**src/rtl/gray_counter_param.sv**
```systemverilog
// rtl/gray_counter_param.sv - parameterised up/down Gray counter with load and terminal-count flag
// Optional build macro: GRAY_SATURATE_EN (hold at terminal value instead of wrapping).
module gray_counter_param #(
  parameter int WIDTH = 4,
  parameter int INIT  = 0
) (
  input  logic             clk,
  input  logic             rst_n,
  input  logic             en,
  input  logic             up_dn,
  input  logic             load,
  input  logic [WIDTH-1:0] load_val,
  output logic [WIDTH-1:0] gray,
  output logic [WIDTH-1:0] bin,
  output logic             tc
);

  localparam logic [WIDTH-1:0] INIT_B    = WIDTH'(INIT);
  localparam logic [WIDTH-1:0] INIT_GRAY = INIT_B ^ (INIT_B >> 1);
  localparam logic [WIDTH-1:0] ONE       = WIDTH'(1);

  logic [WIDTH-1:0] b_q, b_d;
  logic [WIDTH-1:0] gray_q, gray_d;
  logic             at_term;

  // Terminal value depends on the live direction so tc tracks up_dn in the same cycle.
  always_comb begin
    at_term = up_dn ? (b_q == '1) : (b_q == '0);
    tc      = en & ~load & at_term;
  end

  always_comb begin
    b_d = b_q;
    if (load) begin
      b_d = load_val;
    end else if (en) begin
`ifdef GRAY_SATURATE_EN
      if (!at_term) begin
        b_d = up_dn ? (b_q + ONE) : (b_q - ONE);
      end
`else
      b_d = up_dn ? (b_q + ONE) : (b_q - ONE);
`endif
    end
    gray_d = b_d ^ (b_d >> 1);
  end

  always_ff @(posedge clk) begin
    if (!rst_n) begin
      b_q    <= INIT_B;
      gray_q <= INIT_GRAY;
    end else begin
      b_q    <= b_d;
      gray_q <= gray_d;
    end
  end

  assign bin  = b_q;
  assign gray = gray_q;

endmodule

```
**config.mk**
```make
export PLATFORM = sky130hd
export DESIGN_NAME = gray_counter_param
export DESIGN_NICKNAME = d
export VERILOG_FILES = /design/src/rtl/gray_counter_param.sv
export SDC_FILE = /design/constraint.sdc
export NUM_CORES = 1
export LEC_CHECK = 0
export CORE_AREA = 8 8 45 47
export CTS_BUF_LIST = sky130_fd_sc_hd__clkbuf_8
export DETAILED_ROUTE_END_ITERATION = 7
export DIE_AREA = 0 0 53 55
export MAX_ROUTING_LAYER = met4
export PLACE_DENSITY = 0.69
export SLEW_MARGIN = 20
export SYNTH_ARGS = -nofsm -noshare
export SYNTH_HDL_FRONTEND = slang
export SYNTH_SLANG_ARGS = --single-unit
export TNS_END_PERCENT = 5
```
**constraint.sdc**
```tcl
create_clock -name clk -period 1.85 [get_ports clk]
set_input_delay 0.37 -clock clk [delete_from_list [all_inputs] [get_ports clk]]
set_output_delay 0.37 -clock clk [all_outputs]
set_load 0.02 [all_outputs]
```
* After elaboration in Yosys (flattened, before gate mapping) *
Cells that the tools add are included.
Widths: inputs -> output; s select.

storage, ports and cells
  word-level logic and storage cells = 14
  flip-flop bits (word level) = 8
  input port bits = 9

operators by class
  reductions and logical operators = 1
  multiplexer cells = 4
  eq/ne operators = 1
  bitwise logic cells = 4
  add/subtract/negate cells = 2

operators with widths
  operator             count
  $mux 4               3
  $add 4x1->4 const B  1
  $eq 4x4->1 const B   1
  $logic_not 4->1      1
  $sub 4x1->4 const B  1
  $xor 4x3->4          1
  $and 1x1->1          2
  $mux 1               1
  $not 1->1            1

* Logic depth before layout (Yosys ltp) *
  word-level depth = 5
  mapped depth = 6
  gate-level depth less buffers = 6

* Worst setup path after synthesis *
No wires, ideal clock.

  path type = register to register
  start = register b_q[0] (netlist: bin[0])
  end = register gray_q[1] (netlist: gray[1])
  period minus slack after synthesis = 1801 ps
  slack = 49 ps
  data required time = 1728 ps
  library setup time = 122 ps
  arrival time = 1679 ps
  cell stages (with the launch flop) = 6
  path through = dfxtp_1 > fa_1 > mux2_2 > mux2i_1 > or3_1 > a21oi_1

on the way
  cells in the longest elaborated chain, start to end = 5

RTL lines
  what                                               RTL line  source
  start, declared                                    22        logic [WIDTH-1:0] b_q, b_d;
  start signal, assigned                             50        b_q <= INIT_B;
  start signal, assigned                             53        b_q <= b_d;
  $sub 4x1->4 / $add 4x1->4 (equally long branches)  42        b_d = up_dn ? (b_q + ONE) : (b_q - ONE);
  $mux 4 *                                           42
  $mux 4 *                                           36        end else if (en) begin
  $mux 4 *                                           34        if (load) begin
  $xor 4x3->4 *                                      45        gray_d = b_d ^ (b_d >> 1);
  end signal, assigned                               54        gray_q <= gray_d;
  end, declared                                      23        logic [WIDTH-1:0] gray_q, gray_d;

Every way passes the cells marked *; elsewhere a longest branch is shown, timed or not.
A chain may end at the register's enable or synchronous reset.

* Worst setup path after layout *
  start = register b_q[1] (netlist: bin[1])
  end = register gray_q[1] (netlist: gray[1])

on the way
  cells in the longest elaborated chain, start to end = 5

RTL lines
  what                                               RTL line
  $sub 4x1->4 / $add 4x1->4 (equally long branches)  42
  $mux 4                                             42
  $mux 4 *                                           36
  $mux 4 *                                           34
  $xor 4x3->4 *                                      45

Marks and branches as above.

==> reports/results.txt <==
Max-cap violations: 0
Final Hold Fails: 0
Crit path required time: 2020 ps
Post-synthesis sequential area ratio: 0.299
Netlist Area Pre-Place: 469 sq um
Share of cells above drive strength 1: 0.376
Slew Viols, Final: 0
Fmax: 540 MHz
Reg2reg start: bin[1]
Multiplexer share of the synthesized area: 0.0987
Compound-gate portion of the synthesized area: 0.160
Uppermost layer routed: met4
Synthesis-to-layout area growth: 78.1%
Vias in the first global route: 520
Run status: complete, but fails checks
Die Height: 55 um
Final core occ: 0.604
Yosys warns: 0
Die width: 53 um
# port buffers: 17
CTS root buffer: clkbuf_8
Clk sinks: 7
Worst setup EP type: flip-flop
Worst-case clock skew: 6.15 ps
Yosys cell types: 32
Mean post-synth cell area: 9.20 sq um
PwrDens: 772 nW/um^2
HPWL after DPL: 1060 um
DRC violations left: 0
Largest net degree at the start of global routing: 10
DP Worst Slack: -530 ps
Routed Antenna Nets: 0
Total power: 645 uW
Num CTS Buffers: 3
Clk Latency, worst-skew pair: 230 ps
Top post-synthesis cells by area: dfxtp_1 (30%), ha_1 (5.3%), nor2_1 (4.8%)
Die area: 2920 sq um
Worst Hold Class: in -> reg
Total Routed Length: 1420 um
Final min period: 1850 ps
Vias/cell: 5.20
Placed insts: 96
Gr ovfl total: 0
Pleak: 0.000384 uW
# diodes: 0
Reg2reg setup slack: -2 ps
Worst setup margin: -1.59 ps
Reg2Reg Depth: 7
Post-synth top area cell: dfxtp_1
Post-Synth Adder-Cell Area: 0.0960
Placer Congestion: 0.858
Filler instances: 123
Worst Setup Path Type: reg -> reg
Worst setup startpoint: bin[1]
Worst Tran Pin Value: 315 ps
GRT Overall Usage: 0.112
Maximum clock insertion buffer count: 2
RSZ-0062 raised after global routing: true
Worst setup path endpoint: gray[1]
Rel. slew slack: 0.784
CTS tree: yes
Initial antenna violation count: 0
Top Ports: 18
Critical path fanouts, max: 4
Critical Path Start Type: flip-flop
Final Cycle Share: 1.00
Final setup vio count: 1
Synth Instances: 51
Fraction of the mapped netlist area in simple logic gates: 0.235
DR pass1 iterations: 4
Core Area: 1380 sq um
CP arrival: 2020 ps
Syn nets: 63
Worst-path clk slew: 40 ps
XOR/XNOR Fraction of Synth Area: 0.0560
First-pass GRT wire length: 2290 um
WL met2: 677 um
Routed WL per cell: 14.1 um
Final cell count without fillers: 101
H-tree depth: 1
WL met1: 596 um
FF-to-FF End: gray[1]
Worst IR drop on VDD: 0.000632 V
Met3 wire length: 117 um
Yosys top cell area share: 0.299
#FFs+latches synth: 7
1st-iter DRT viols: 5
Failing checks: setup timing
Final #Nets: 98
Fin Hold WS: 744 ps
Vias: 525
Initial Util: 0.339
Post-cts hold buffer count: 0
Row count: 14
Largest family of logic cells by synthesized area: simple AND/OR/NAND/NOR gates
==> layout make-up <==
type / count / area, sq um / share of cell area
Clock buffer: 3 / 41.3 / 0.0494
Timing Repair Buffer: 33 / 285 / 0.341
Multi-Input combinational cell: 39 / 335 / 0.401
Sequential cell: 7 / 143 / 0.171
Inverter: 2 / 7.51 / 0.00898
Clock inverter: 1 / 3.75 / 0.00449
Tap cell: 16 / 20.0 / 0.0240
==> cell families (layout without fill, tap and decap cells) <==
family | count (synthesis) | count (layout)
simple gates | 18 | 18
mux | 4 | 4
fa+ha+maj | 3 | 3
compound gates | 11 | 11
buf+inv | 5 | 39
xor+xnor | 3 | 3
flops | 7 | 7
==> per-layer routing <==
layer / track usage / vias up
met3: 0.0642 / 4
met5: - / -
met2: 0.168 / 15
met1: 0.115 / 248
met4: 0.0603 / 0
li1: - / 258
==> worst min-delay path by stage <==
stage / endpoint / depth (start not counted) / slack (ps) / from
global route: bin[2] / 2 / 730 / rst_n
finish: bin[2] / 2 / 740 / rst_n
detailed placement: bin[3] / 3 / 770 / bin[3]
CTS: bin[2] / 2 / 740 / rst_n
global placement: bin[3] / 3 / 760 / bin[3]
floorplan: bin[2] / 1 / 510 / rst_n
==> registers in the layout, summed over array words and instances (netlist names) <==
name,cells
gray,3
bin,4
==> metrics by stage <==
step	instance area (sq um)	setup TNS, ps
after global placement	753	-2560
final	836	-1.59
after global routing	836	-145
after detailed placement	753	-2780
after floorplan	469	0
after CTS	801	0
==> cell usage in the layout, fill, tap and decap left out, drive strengths merged, types with 2 or more instances in the layout <==
cell type,Yosys,routed
a21oi,3,3
mux2,2,2
nor3b,2,2
nand3,2,2
nor2,6,6
dfxtp,7,7
inv,2,3
dlygate4sd2,0,2
clkbuf,1,5
ha,2,2
clkdlybuf4s50,0,13
buf,2,16
xnor2,2,2
mux2i,2,2
==> timing repair <==
action | in CTS | in global routing
endpoints found under the hold margin | 0 | 0
buffers inserted | 0 | 1
setup endpoints to repair | 6 | 4
resized for setup | 9 | 12
pin swaps | 1 | 4
==> power breakdown <==
part	switching (uW)	total, uW	internal, uW
combinational	109	248	139
sequential	10.2	180	169
clock	73.5	218	144
total	193	645	453
==> critical path: stages, from the launching register on <==
cell and delay (ps):
dfxtp_2 330, buf_6 120, fa_1 510, mux2_4 150, mux2i_1 60, buf_4 160, or3_4 360, a21oi_2 110
==> cells in the mapped netlist (all sizes together) <==
master,number
dfxtp,7
nor2,6
a21oi,3
buf,2
ha,2
inv,2
mux2,2
mux2i,2
nand3,2
nor3b,2
xnor2,2
a211oi,1
a21o,1
a221o,1
a22oi,1
a31oi,1
and2,1
clkbuf,1
fa,1
nand3b,1
nand4,1
nor3,1
nor4,1
nor4bb,1
o21a,1
o21ai,1
o2bb2ai,1
or3,1
or4b,1
xor2,1
(Power assumes the default switching activity.)
